### config.mk
export PLATFORM = sky130hd
export DESIGN_NAME = reaction_test_ctrl
export DESIGN_NICKNAME = d
export VERILOG_FILES = /design/src/rtl/reaction_pkg.sv /design/src/rtl/reaction_lfsr.sv /design/src/rtl/reaction_test_ctrl.sv
export SDC_FILE = /design/constraint.sdc
export NUM_CORES = 1
export LEC_CHECK = 0
export CAP_MARGIN = 20
export CORE_MARGIN = 8
export CORE_UTILIZATION = 33
export CTS_BUF_LIST = sky130_fd_sc_hd__clkbuf_4 sky130_fd_sc_hd__clkbuf_8 sky130_fd_sc_hd__clkbuf_16
export CTS_CLUSTER_SIZE = 8
export DETAILED_ROUTE_END_ITERATION = 16
export PLACE_DENSITY_LB_ADDON = 0.1
export SLEW_MARGIN = 10
export SYNTH_ARGS = -nofsm -noshare
export SYNTH_HDL_FRONTEND = slang
export SYNTH_SLANG_ARGS = --single-unit
### constraint.sdc
create_clock -name clock_undivided -period 8 [get_ports clock_undivided]
set_input_delay 1.6 -clock clock_undivided [delete_from_list [all_inputs] [get_ports clock_undivided]]
set_output_delay 1.6 -clock clock_undivided [all_outputs]
set_load 0.005 [all_outputs]
### src/rtl/reaction_pkg.sv
// Shared types and constants for the reaction-time trial sequencer.
package reaction_pkg;

    typedef enum logic [2:0] {
        ST_IDLE,
        ST_ARMED,
        ST_GO,
        ST_DONE,
        ST_FOUL,
        ST_TIMEOUT
    } state_t;

    localparam int          MS_W_DEFAULT       = 14;
    localparam logic [15:0] LFSR_POLY          = 16'hB400;   // x^16+x^14+x^13+x^11+1, right-shift Galois
    localparam logic [15:0] LFSR_SEED_DEFAULT  = 16'hACE1;
    localparam logic [31:0] BEST_NONE          = '1;

    function automatic logic [15:0] lfsr_next(input logic [15:0] cur);
        return cur[0] ? ((cur >> 1) ^ LFSR_POLY) : (cur >> 1);
    endfunction

endpackage

### src/rtl/reaction_lfsr.sv
// Free-running 16-bit Galois LFSR; exposes its low OUT_BITS bits as the random value.
module reaction_lfsr
    import reaction_pkg::*;
#(
    parameter logic [15:0] SEED     = LFSR_SEED_DEFAULT,
    parameter int          OUT_BITS = 11
) (
    input  logic                clock_undivided,
    input  logic                reset,
    output logic [OUT_BITS-1:0] value
);

    logic [15:0] shift_reg;

    // NOTE: sequential state uses non-blocking assignments so every register samples pre-edge values.
    always_ff @(posedge clock_undivided) begin
        if (reset) shift_reg <= SEED;
        else       shift_reg <= lfsr_next(shift_reg);
    end

    assign value = shift_reg[OUT_BITS-1:0];

endmodule

### src/rtl/reaction_test_ctrl.sv
// Single-trial reaction-time sequencer: random foreperiod, stimulus, ms timing,
// foul/timeout detection and best-time tracking.
module reaction_test_ctrl
    import reaction_pkg::*;
#(
    parameter int          MIN_DELAY_MS = 1000,
    parameter int          RAND_BITS    = 11,
    parameter int          TIMEOUT_MS   = 9999,
    parameter int          MS_W         = MS_W_DEFAULT,
    parameter logic [15:0] LFSR_SEED    = LFSR_SEED_DEFAULT
) (
    input  logic            clock_undivided,
    input  logic            reset,
    input  logic            ms_tick,
    input  logic            start_btn,
    input  logic            resp_btn,
    input  logic            best_clr,
    output logic            stimulus_led,
    output logic            busy,
    output logic [MS_W-1:0] armed_delay_ms,
    output logic [MS_W-1:0] reaction_ms,
    output logic            result_valid,
    output logic            foul,
    output logic            timeout,
    output logic [MS_W-1:0] best_ms
);

    localparam logic [MS_W-1:0] TIMEOUT_VAL = MS_W'(TIMEOUT_MS);
    localparam logic [MS_W-1:0] MIN_VAL     = MS_W'(MIN_DELAY_MS);
    localparam logic [MS_W-1:0] ONE         = MS_W'(1);
    localparam logic [MS_W-1:0] BEST_INIT   = BEST_NONE[MS_W-1:0];

    state_t               state;
    logic [MS_W-1:0]      cnt;
    logic [RAND_BITS-1:0] rand_bits;
    logic [MS_W-1:0]      cnt_inc;
    logic [MS_W-1:0]      armed_last;

    reaction_lfsr #(
        .SEED     (LFSR_SEED),
        .OUT_BITS (RAND_BITS)
    ) u_lfsr (
        .clock_undivided (clock_undivided),
        .reset           (reset),
        .value           (rand_bits)
    );

    assign cnt_inc    = cnt + ONE;
    assign armed_last = armed_delay_ms - ONE;

    always_ff @(posedge clock_undivided) begin
        if (reset) begin
            state          <= ST_IDLE;
            cnt            <= '0;
            stimulus_led   <= 1'b0;
            busy           <= 1'b0;
            armed_delay_ms <= '0;
            reaction_ms    <= '0;
            result_valid   <= 1'b0;
            foul           <= 1'b0;
            timeout        <= 1'b0;
            best_ms        <= BEST_INIT;
        end else begin
            result_valid <= 1'b0;
            unique case (state)
                ST_IDLE, ST_DONE, ST_FOUL, ST_TIMEOUT: begin
                    if (start_btn) begin
                        state          <= ST_ARMED;
                        armed_delay_ms <= MIN_VAL + MS_W'(rand_bits);
                        cnt            <= '0;
                        foul           <= 1'b0;
                        timeout        <= 1'b0;
                        busy           <= 1'b1;
                    end
                end
                ST_ARMED: begin
                    // An early press beats a final foreperiod tick in the same cycle.
                    if (resp_btn) begin
                        state        <= ST_FOUL;
                        foul         <= 1'b1;
                        busy         <= 1'b0;
                        result_valid <= 1'b1;
                    end else if (ms_tick) begin
                        if (cnt == armed_last) begin
                            state        <= ST_GO;
                            cnt          <= '0;
                            stimulus_led <= 1'b1;
                        end else begin
                            cnt <= cnt_inc;
                        end
                    end
                end
                ST_GO: begin
                    if (resp_btn) begin
                        state        <= ST_DONE;
                        reaction_ms  <= cnt;
                        stimulus_led <= 1'b0;
                        busy         <= 1'b0;
                        result_valid <= 1'b1;
                        if (cnt < best_ms) best_ms <= cnt;
                    end else if (ms_tick) begin
                        cnt <= cnt_inc;
                        if (cnt_inc == TIMEOUT_VAL) begin
                            state        <= ST_TIMEOUT;
                            reaction_ms  <= TIMEOUT_VAL;
                            timeout      <= 1'b1;
                            stimulus_led <= 1'b0;
                            busy         <= 1'b0;
                            result_valid <= 1'b1;
                        end
                    end
                end
                default: state <= ST_IDLE;
            endcase
            // Placed last so a clear overrides a same-cycle best-time update.
            if (best_clr) best_ms <= BEST_INIT;
        end
    end

endmodule

Word-level counts from Yosys, hierarchy flattened
Index checks and enable logic that the tools add are counted.
{ "op_classes": {"add_sub_neg": 3, "n_lt_le_gt_ge": 1, "n_eq_ne": 19, "muxes": 41, "bitwise_logic": 1, "reduce_logical": 18} }
{ "ops": {"columns": ["operator", "count"], "rows": [
  ["14-bit 2-to-1 mux", 9],
  ["14-bit case mux with 3 select lines", 1],
  ["3-bit 2-to-1 mux", 7],
  ["1-bit 2-to-1 mux", 17],
  ["16-bit 2-to-1 mux", 1],
  ["2-bit inequality test, second input constant", 8],
  ["5-bit AND reduction", 3],
  ["14-bit by 1-bit adder with 14-bit output, second input constant", 1],
  ["14-bit == test", 1],
  ["14-bit == test, second input constant", 1],
  ["14-bit less-than comparator", 1],
  ["14-bit by 1-bit subtractor with 14-bit output, second input constant", 1],
  ["10-bit by 11-bit adder with 12-bit output, first input constant", 1],
  ["3-bit inequality test, second input constant", 4],
  ["6-bit AND reduction", 2],
  ["2-bit nonzero test", 5],
  ["3-bit case mux with 3 select lines", 1],
  ["3-bit AND reduction", 3],
  ["1-bit case mux with 2 select lines", 4],
  ["3-bit by 2-bit == test with 1-bit output, second input constant", 2],
  ["3-bit == test, second input constant", 2],
  ["3-bit inverter with 4-bit output", 1],
  ["4-bit OR reduction", 1],
  ["3-bit by 1-bit == test with 1-bit output, second input constant", 1],
  ["5 further kinds", 5]
]} }
{ "totals": {"reg_bits": 80, "output_inout_bits": 47} }

Longest topological paths before layout
Gate-level depths: netlist of the first run.
{ "logic_depth": {"word_depth": 6, "depth_mapped": 13, "mapped_depth_nobuf": 10} }

Modules after synthesis
Synthesis of the first run repeated with hierarchy kept, for this count alone.
{ "unflattened": {"hier_cells": 496, "area_unflattened_um2": 4131.5} }
{ "modules_own_cells": {"columns": ["module", "n_inst", "cells_per_inst", "area_each_um2", "seq_area_each_um2"], "rows": [
  ["reaction_test_ctrl", 1, 449, 3585.9, 1241.2],
  ["reaction_lfsr", 1, 47, 545.5, 320.3]
]} }

Least setup slack after synthesis of the first run
OpenSTA, ideal clock, no wires.
{ "synth_path": {"path_kind": "input to register", "startpoint": "in resp_btn", "endpoint": "reg best_ms[10]", "setup_ns": 0.141, "t_arrival_ns": 2.954, "slack_ns": 4.904, "cell_stages": 7, "cell_sequence": "buf_2 -> nand2_1 -> nor3_1 -> nand2_1 -> a21oi_1 -> clkbuf_1 -> o211ai_1"} }
{ "synth_via": {"elab_chain_cells": 1} }
{ "synth_rtl": {"columns": ["item", "line_no", "rtl"], "rows": [
  ["start, declared", "reaction_test_ctrl.sv:16", "input logic resp_btn,"],
  ["3-bit AND reduction (no source line)", null, null],
  ["end signal, assigned", "reaction_test_ctrl.sv:100", "if (cnt < best_ms) best_ms <= cnt;"],
  ["end, declared", "reaction_test_ctrl.sv:25", "output logic [MS_W-1:0] best_ms"]
]} }
Every way passes these cells.
A chain may end at the register's enable or synchronous reset.

Final worst setup path of the first run
{ "layout_path": {"startpoint": "in resp_btn", "endpoint": "reg best_ms[0]"} }
The elaborated chain is that of the path after synthesis.

==> impl_metrics.csv, run 1 <==
group,metric,value,unit
global_route,gr-usage-all-layers,0.140,
place,dp_hpwl,8220,microns
synthesis,synth_area_per_cell,8.21,sq um
min_path,hold_path_class,"reg -> reg",
sta,final_hold_viol_count,0,
clocking,clock-sinks,78,
sta,slew_headroom,0.300,
floorplan,die_w,129,microns
setup_path,reg2reg_to,"reaction_ms[3]",
setup_path,startpoint_type,"input port",
power,p_leak,1.96,nW
job,drv_cap,0,
setup_path,critPathRequiredTime,8.19,ns
global_route,grt_max_degree,45,
min_path,hold_path_end,"u_lfsr.shift_reg[11]",
setup_path,r2r-start,"cnt[1]",
layout,nets,563,
setup_path,path_max_fanout,15,
setup_path,r2r_slack,4.02,ns
sta,rsz0062_at_grt,"no",
detailed_routing,wirelength,11400,microns
synthesis,synth_compound_area_frac,0.223,
setup_path,cpMostUsedCell,"nand2_1",
sta,setup_violations,0,
place,globalplace.congestion,0.822,
synthesis,yosysMostFrequentCell,"dfxtp_1",
synthesis,synth_top_family_by_area,"simple AND/OR/NAND/NOR gates",
run_status,run_status,"completed",
layout,seqCellArea,0.00156,sq mm
power,irDropWorstVdd,0.0986,mV
synthesis,yosys_most_used_dff,"dfxtp_1",
sta,finalCriticalPeriod,3.99,ns
clocking,cts_buffers,9,
synthesis,ys_top_cells_by_count,"dfxtp_1, nand2_1, inv_1",
setup_path,path_class,"in -> reg",
detailed_routing,drt_pass1_iterations,4,
min_path,hp-start,"u_lfsr.shift_reg[12]",
detailed_routing,avgRoutedWirePerCell,15.9,microns
sta,maxClockFrequency,0.251,GHz
synthesis,synthMuxAreaShare,0.0101,
clocking,clk_latency,0.34,ns
global_route,grt_pass1_wl,18400,microns
layout,n_antenna_cell,0,
setup_path,end_kind,"flop",
clocking,cts.clk_slew.worst_paths,0.06,ns
synthesis,yosysWarnings,0,
clocking,cts-resized-gates,0,
synthesis,synthTopCellsByArea,"dfxtp_1, nand2_1, ha_1",
layout,num-fill-cells,1299,
setup_path,cp_cell_sequence,"clkdlybuf4s50_1 > nand2_1 > nor3_1 > nand2_1 > a21oi_2 > buf_6 > mux2i_1 > nand2_1",
setup_path,crit_family,"buffers and inverters",
floorplan,die_h,129,microns
detailed_routing,drc,0,
synthesis,yosysUniqueCellTypes,62,
clocking,cts_buffer_depth,2,
clocking,cts_tree,"done",
floorplan,initial_utilization,0.336,
layout,largest_reg_flops,16,
setup_path,arrival,4.18,ns
synthesis,ys_ff_latch,78,
setup_path,critPathSlowestCell,"clkdlybuf4s50_1",
synthesis,synth.largest_area_cell,"dfxtp_1",
synthesis,synth_adder_area_share,0.0504,
detailed_routing,drtIter0Drc,141,
floorplan,die_area,0.0167,sq mm
synthesis,synthXorXnorAreaFrac,0.0519,
clocking,cts_htree_levels,3,
detailed_routing,vias,3731,
floorplan,num_io_pins,53,
floorplan,rows,41,
clocking,cts_setup_buffers,0,
synthesis,netlist_area,0.00422,sq mm
detailed_routing,drtAntennaViolNets,0,
synthesis,synthArstFlopShare,0,
global_route,overflow,0,
synthesis,synth_enable_flop_cells,0,
global_route,antenna_found_initial,0,
sta,fin_worst_skew,0.00563,ns
setup_path,max_stage_delay,0.72,ns
sta,final_max_slew_viol_count,0,
place,io_buffers,50,
synthesis,yosysTopAreaCellShare,0.370,
synthesis,ys_seq_area_frac,0.370,
layout,multi_input_area,0.00237,sq mm
setup_path,critical_path_buf_inv_count,2,
detailed_routing,vias_per_cell,5.20,
power,p_total,1.35,mW
setup_path,reg2reg_depth,9,
power,power_per_cell_area,264,mW/mm^2
min_path,hold_depth,1,
sta,post-route-period-util,0.499,
sta,tightest_slew,1.05,ns
clocking,hold_buffers,0,
layout,drive_above_1_share,0.0826,
layout,synthToLayoutAreaGrowth,21.1,%
global_route,grt_pass1_vias,3519,
clocking,clockRootBuffer,"clkbuf_16",
sta,tns,0,ns
synthesis,netlist_instances,514,
floorplan,core_area,0.0126,sq mm
synthesis,synth-simple-area-share,0.224,
==> per-stage QoR <==
stage | area [sq um] | hold WS (ns) | setup WS (ns) | std cells | utilization
6_report | 5110 | 0.412 | 4.01 | 717 | 0.406
5_1_grt | 5110 | 0.431 | 3.61 | 717 | 0.406
4_1_cts | 5090 | 0.418 | 3.88 | 716 | 0.405
3_5_place_dp | 4780 | 0.411 | 3.53 | 700 | 0.380
3_3_place_gp | 4780 | 0.393 | 3.61 | 700 | 0.380
2_1_floorplan | 4220 | 0.389 | 4.90 | 515 | -
==> layout by cell type, fill, tap and decap left out, drive strengths merged, types with 13 or more instances in the layout <==
cell / instances
dfxtp: 78
nand2: 65
clkdlybuf4s50: 50
inv: 29
o21ai: 29
nor2: 28
a21oi: 27
ha: 17
xnor2: 16
o211ai: 16
nor3: 14
nand3: 13
==> logic make-up (layout without fill, tap and decap cells) <==
family / Yosys count / after routing
buffers and inverters: 69 / 99
multiplexers: 4 / 4
other: 1 / 2
flip-flops: 78 / 78
adder cells (fa/ha/maj): 17 / 17
XOR/XNOR: 25 / 25
AO/OA/AOI/OAI: 135 / 135
AND/OR/NAND/NOR: 185 / 185
==> worst max path at each step <==
stage / startpoint / to / cells past startpoint
after global placement: resp_btn / best_ms[0] / 7
after global routing: cnt[2] / reaction_ms[8] / 8
after floorplan: resp_btn / best_ms[10] / 7
after detailed placement: resp_btn / best_ms[0] / 7
final: resp_btn / best_ms[0] / 8
after CTS: resp_btn / best_ms[0] / 7
==> worst register-to-register path, stage by stage, from the launching register on <==
cell	delay, ns
dfxtp_1	0.63
ha_1	0.34
inv_1	0.11
nor2_1	0.29
xnor2_1	0.16
a31oi_1	0.11
nor4_1	0.83
a21oi_1	0.27
nor2_1	0.85
o221a_2	0.36
==> report_power, final <==
part	switching [mW]	internal (mW)
logic	0.221	0.186
registers	0.0668	0.434
clock network	0.163	0.276
total	0.451	0.895
==> layout make-up <==
type / count / share of cell area
Clock buffer: 10 / 0.0456
Clock inverter: 6 / 0.0169
Multi-Input combinational cell: 368 / 0.464
Tap cell: 172 / 0.0421
Inverter: 30 / 0.0221
Timing Repair Buffer: 53 / 0.103
Sequential cell: 78 / 0.306
==> metal layers <==
layer | vias up | track usage | wire, microns
met5 | - | 0 | 0
met4 | 0 | 0.0504 | 203
met2 | 67 | 0.230 | 5390
met1 | 1765 | 0.171 | 5300
li1 | 1886 | - | -
met3 | 13 | 0.0419 | 529
(Power assumes the default switching activity.)
==> run 2, diff against run 1 <==
clock period = 3.9 ns   (was 8 ns; I/O delays follow)
==> run 2 against run 1 <==
  * Clock power rose by 97%
  * Final cell count rose by 1.8%
  * Combinational power rose by 110%
  * Global-route usage rose by 0.64 points
  * Critical path depth rose by 2
==> impl_metrics.csv, run 2 (same netlist as run 1, synthesis figures left out) <==
group,metric,value,unit
sta,finalCriticalPeriod,3.19,ns
clocking,cts_buffer_depth,2,
layout,nets,576,
layout,final_cell_mix,"dfxtp_1, nand2_1, clkdlybuf4s50_1",
global_route,grt_max_degree,37,
layout,final_core_util,0.413,
place,place_inst,714,
detailed_routing,drtIter0Drc,204,
clocking,cts_htree_levels,3,
sta,setup_violations,0,
clocking,cts_setup_buffers,0,
setup_path,arrival,3.46,ns
global_route,overflow,0,
floorplan,rows,41,
detailed_routing,avgRoutedWirePerCell,16.2,microns
run_status,run_status,"completed",
detailed_routing,drt_pass1_iterations,6,
layout,num-fill-cells,1258,
global_route,antenna_found_initial,0,
floorplan,die_area,0.0167,sq mm
detailed_routing,drc,0,
layout,fin_cells,730,
clocking,cts_buffers,9,
floorplan,core_area,0.0126,sq mm
setup_path,path_class,"reg -> reg",
sta,maxClockFrequency,0.314,GHz
sta,final_max_slew_viol_count,0,
clocking,hold_buffers,0,
min_path,hold_depth,1,
sta,fin_worst_skew,0.00581,ns
job,drv_cap,0,
setup_path,path_max_fanout,10,
layout,synthToLayoutAreaGrowth,23.0,%
power,power_per_cell_area,530,mW/mm^2
floorplan,num_io_pins,53,
setup_path,reg2reg_depth,10,
clocking,cts_tree,"done",
global_route,gr-usage-all-layers,0.147,
place,dp_hpwl,8570,microns
clocking,cts.clk_slew.worst_paths,0.06,ns
floorplan,die_w,129,microns
power,p_total,2.75,mW
floorplan,initial_utilization,0.336,
detailed_routing,vias,3745,
layout,layout_commonest_cell,"dfxtp_1",
clocking,cts-resized-gates,0,
sta,post-route-period-util,0.817,
power,p_leak,2.02,nW
sta,final_hold_viol_count,0,
global_route,grt_pass1_vias,3507,
place,globalplace.congestion,0.858,
detailed_routing,drtAntennaViolNets,0,
place,io_buffers,50,
floorplan,die_h,129,microns
layout,drive_above_1_share,0.104,
setup_path,critPathRequiredTime,4.17,ns
sta,slew_headroom,0.368,
layout,n_antenna_cell,0,
sta,tightest_slew,0.945,ns
clocking,clock-sinks,78,
setup_path,end_kind,"flop",
detailed_routing,wirelength,11800,microns
sta,tns,0,ns
min_path,hold_path_class,"reg -> reg",
layout,largest_reg_flops,16,
sta,rsz0062_at_grt,"no",
detailed_routing,vias_per_cell,5.13,
clocking,clk_latency,0.34,ns
global_route,grt_pass1_wl,19100,microns
power,irDropWorstVdd,0.389,mV
clocking,clockRootBuffer,"clkbuf_16",
setup_path,startpoint_type,"flop",
run 2: final cells by class:
| class | instances | area, sq um | share of cell area |
|---|---|---|---|
| Inverter | 30 | 113 | 0.0217 |
| Tap cell | 172 | 215 | 0.0415 |
| Clock buffer | 12 | 260 | 0.0502 |
| Sequential cell | 78 | 1560 | 0.301 |
| Timing Repair Buffer | 66 | 621 | 0.120 |
| Multi-Input combinational cell | 368 | 2370 | 0.457 |
| Clock inverter | 4 | 45.0 | 0.00869 |
run 2: final timing paths:
path / startpoint / to / slack, ns
max: armed_delay_ms[0] / state[2] / 0.71
min: u_lfsr.shift_reg[12] / u_lfsr.shift_reg[11] / 0.41
max reg2reg: armed_delay_ms[0] / state[2] / 0.71
min reg2reg: u_lfsr.shift_reg[12] / u_lfsr.shift_reg[11] / 0.41
run 2: metal layers:
layer  up-vias  GRT usage  routed length, microns
met5         -          0                       0
met4         0     0.0560                     195
met3        12     0.0399                     677
met2       103      0.230                    5460
met1      1722      0.189                    5460
li1       1908          -                       -
run 2: stage by stage:
stage	hold WS [ns]	area (sq um)	worst slack [ns]
2_1_floorplan	0.389	4220	1.12
3_3_place_gp	0.394	4880	0.788
3_5_place_dp	0.392	4880	0.707
4_1_cts	0.407	5190	0.681
5_1_grt	0.422	5190	0.516
6_report	0.406	5190	0.713
run 2: report_power, final:
part	switching (mW)	total, mW	internal [mW]
Sequential	0.135	1.02	0.889
Clock	0.332	0.867	0.534
Combinational	0.462	0.860	0.398
run 2: worst max-delay path: stages (launching register included):
cell and delay [ns]:
dfxtp_1 0.46, inv_1 0.08, ha_1 0.31, and2b_1 0.19, or3_1 0.32, a311oi_1 0.32
o21ai_0 0.23, nor4_4 0.41, a211oi_2 0.15, or4_1 0.51, a21oi_1 0.14
==> run 3, diff against run 2 <==
clock period = 2.64 ns   (was 3.9 ns; I/O delays follow)
==> run 3 against run 2 <==
  * The flow now finishes with violations (setup timing)
  * Die area is the same
  * Register-to-register slack lost 0.81 ns
  * Utilization grew 4.6 points
  * Critical endpoint is now cnt[10]
==> impl_metrics.csv, run 3 (same netlist as run 1, synthesis figures left out) <==
group,metric,value,unit
run_status,run_status,"finished with violations",
run_status,violations,"setup timing",
min_path,hold_depth,1,
setup_path,r2r_slack,-0.1,ns
power,pwr-share-seq,0.324,
sta,fin_worst_skew,0.00584,ns
global_route,grt_max_degree,44,
global_route,grt.busiest_layer,"met2",
power,comb_power_share,0.378,
layout,drive_above_1_share,0.228,
job,drv_cap,0,
clocking,cts_tree,"done",
detailed_routing,drt_pass1_iterations,5,
floorplan,num_io_pins,53,
setup_path,startpoint_type,"flop",
clocking,cts.clk_slew.worst_paths,0.06,ns
min_path,hold_path_end,"u_lfsr.shift_reg[11]",
layout,final_area,0.00576,sq mm
floorplan,die_area,0.0167,sq mm
power,switchingPower,1.54,mW
power,p_leak,2.29,nW
layout,num-fill-cells,1281,
clocking,cts_htree_levels,3,
global_route,overflow,0,
floorplan,die_h,129,microns
setup_path,critPathRequiredTime,2.88,ns
global_route,antenna_found_initial,0,
sta,final_max_slew_viol_count,0,
sta,rsz0062_at_grt,"yes",
clocking,cts_buffer_depth,2,
floorplan,rows,41,
clocking,hold_buffers,0,
layout,nets,622,
sta,slew_headroom,0.364,
global_route,gr-usage-met1,0.202,
layout,final_core_util,0.458,
floorplan,core_area,0.0126,sq mm
power,power.internal,2.98,mW
setup_path,arrival,2.98,ns
clocking,clk_latency,0.35,ns
detailed_routing,drc,0,
detailed_routing,drtAntennaViolNets,0,
global_route,grtUsageMet3,0.0382,
global_route,gr-usage-all-layers,0.156,
clocking,clock-sinks,78,
place,placed_area,0.00516,sq mm
setup_path,reg2reg_depth,15,
layout,synthToLayoutAreaGrowth,36.6,%
place,io_buffers,50,
power,power_per_cell_area,785,mW/mm^2
power,irDropWorstVdd,0.346,mV
detailed_routing,avgRoutedWirePerCell,16.7,microns
power,clockPowerShare,0.297,
floorplan,die_w,129,microns
sta,post-route-period-util,1.04,
layout,layout_commonest_cell,"dfxtp_1",
setup_path,end_kind,"flop",
sta,worst_slack,-0.0952,ns
detailed_routing,vias,3993,
floorplan,initial_utilization,0.336,
clocking,clockRootBuffer,"clkbuf_16",
layout,largest_reg_flops,16,
setup_path,path_max_fanout,5,
min_path,hp-start,"u_lfsr.shift_reg[12]",
sta,tightest_slew,0.950,ns
detailed_routing,vias_per_cell,5.15,
sta,finalCriticalPeriod,2.74,ns
clocking,cts_buffers,9,
sta,setup_violations,2,
global_route,grt_pass1_vias,3776,
detailed_routing,wirelength,12900,microns
setup_path,reg2reg_to,"cnt[10]",
detailed_routing,drtIter0Drc,244,
sta,maxClockFrequency,0.366,GHz
global_route,grt_pass1_wl,20300,microns
setup_path,path_class,"reg -> reg",
global_route,use_met2,0.251,
layout,final_cell_mix,"dfxtp_1, nand2_1, buf_4",
setup_path,r2r-start,"armed_delay_ms[0]",
sta,final_hold_viol_count,0,
min_path,hold_path_class,"reg -> reg",
power,p_sw_frac,0.341,
place,dp_hpwl,9180,microns
place,globalplace.congestion,0.852,
layout,n_antenna_cell,0,
-- run 3: cell count changes in the layout (fill, tap and decap cells not counted), moves of 3 or more --
cell        before  now
dfxtp_1         78   69
buf_4           16   53
buf_6            0    7
o21ai_0         28   20
clkinvlp_4       0    3
nor3_1          14   11
nor3_2           0    3
dfxtp_2          0    7
o21ai_1          1    6
-- run 3: critical path, cell delays in order (launching register included) --
cell      delay (ns)
dfxtp_4         0.34
inv_2           0.06
ha_4            0.12
buf_6           0.10
buf_6           0.09
nor4bb_2        0.27
o211ai_1        0.15
a311oi_2        0.26
o21ai_2         0.11
nor4_4          0.25
buf_4           0.19
o21ai_4         0.10
buf_6           0.13
buf_6           0.12
a21o_1          0.17
a22o_1          0.18
-- run 3: how the worst max path moves through the flow --
stage / start / end / slack, ns / cells past startpoint
finish: armed_delay_ms[0] / cnt[10] / -0.1 / 15
global route: armed_delay_ms[0] / state[2] / -0.24 / 13
CTS: armed_delay_ms[0] / state[2] / -0.06 / 10
detailed placement: armed_delay_ms[0] / state[2] / -0.12 / 10
global placement: armed_delay_ms[0] / state[2] / -0.08 / 9
floorplan: armed_delay_ms[0] / state[2] / 0.002 / 11
-- run 3: cell type report --
| cell class | count | area (sq um) | area share |
|---|---|---|---|
| Inverter | 30 | 113 | 0.0195 |
| Clock inverter | 6 | 87.6 | 0.0152 |
| Multi-Input combinational cell | 368 | 2510 | 0.436 |
| Clock buffer | 10 | 233 | 0.0404 |
| Tap cell | 172 | 215 | 0.0374 |
| Timing Repair Buffer | 112 | 1020 | 0.177 |
| Sequential cell | 78 | 1580 | 0.274 |
-- run 3: timing repair --
item / CTS / global route
resized for setup: 14 / 38
setup endpoints to repair: 22 / 32
buffers inserted: 6 / 4
pin swaps: 8 / 16
gates cloned: 0 / 3
endpoints found under the hold margin: 0 / 0
-- run 3: power by group through the flow --
| stage | logic (mW) | registers, mW | clock network (mW) |
|---|---|---|---|
| detailed placement | 1.49 | 1.49 | 0 |
| floorplan | 0.911 | 1.46 | 0 |
| finish | 1.71 | 1.47 | 1.35 |
| global placement | 1.50 | 1.49 | 0 |
| global route | 1.87 | 1.49 | 1.44 |
| CTS | 1.57 | 1.46 | 1.39 |
-- run 3: layer usage --
metal / vias to the layer above / wire length, microns
met4: 0 / 230
li1: 2011 / -
met5: - / 0
met3: 15 / 733
met2: 84 / 6170
met1: 1883 / 5790
-- run 3: per-stage QoR --
stage                     power (mW)  setup WS, ns  cells  hold slack (ns)  setup TNS, ns
after CTS                       4.43       -0.0604    769            0.419        -0.0752
after global routing            4.80        -0.237    776            0.444          -1.42
final                           4.53       -0.0952    776            0.416         -0.180
after detailed placement        2.98        -0.125    747            0.403         -0.659
after floorplan                 2.37       0.00172    515            0.389              0
after global placement          2.98       -0.0765    747            0.400         -0.159
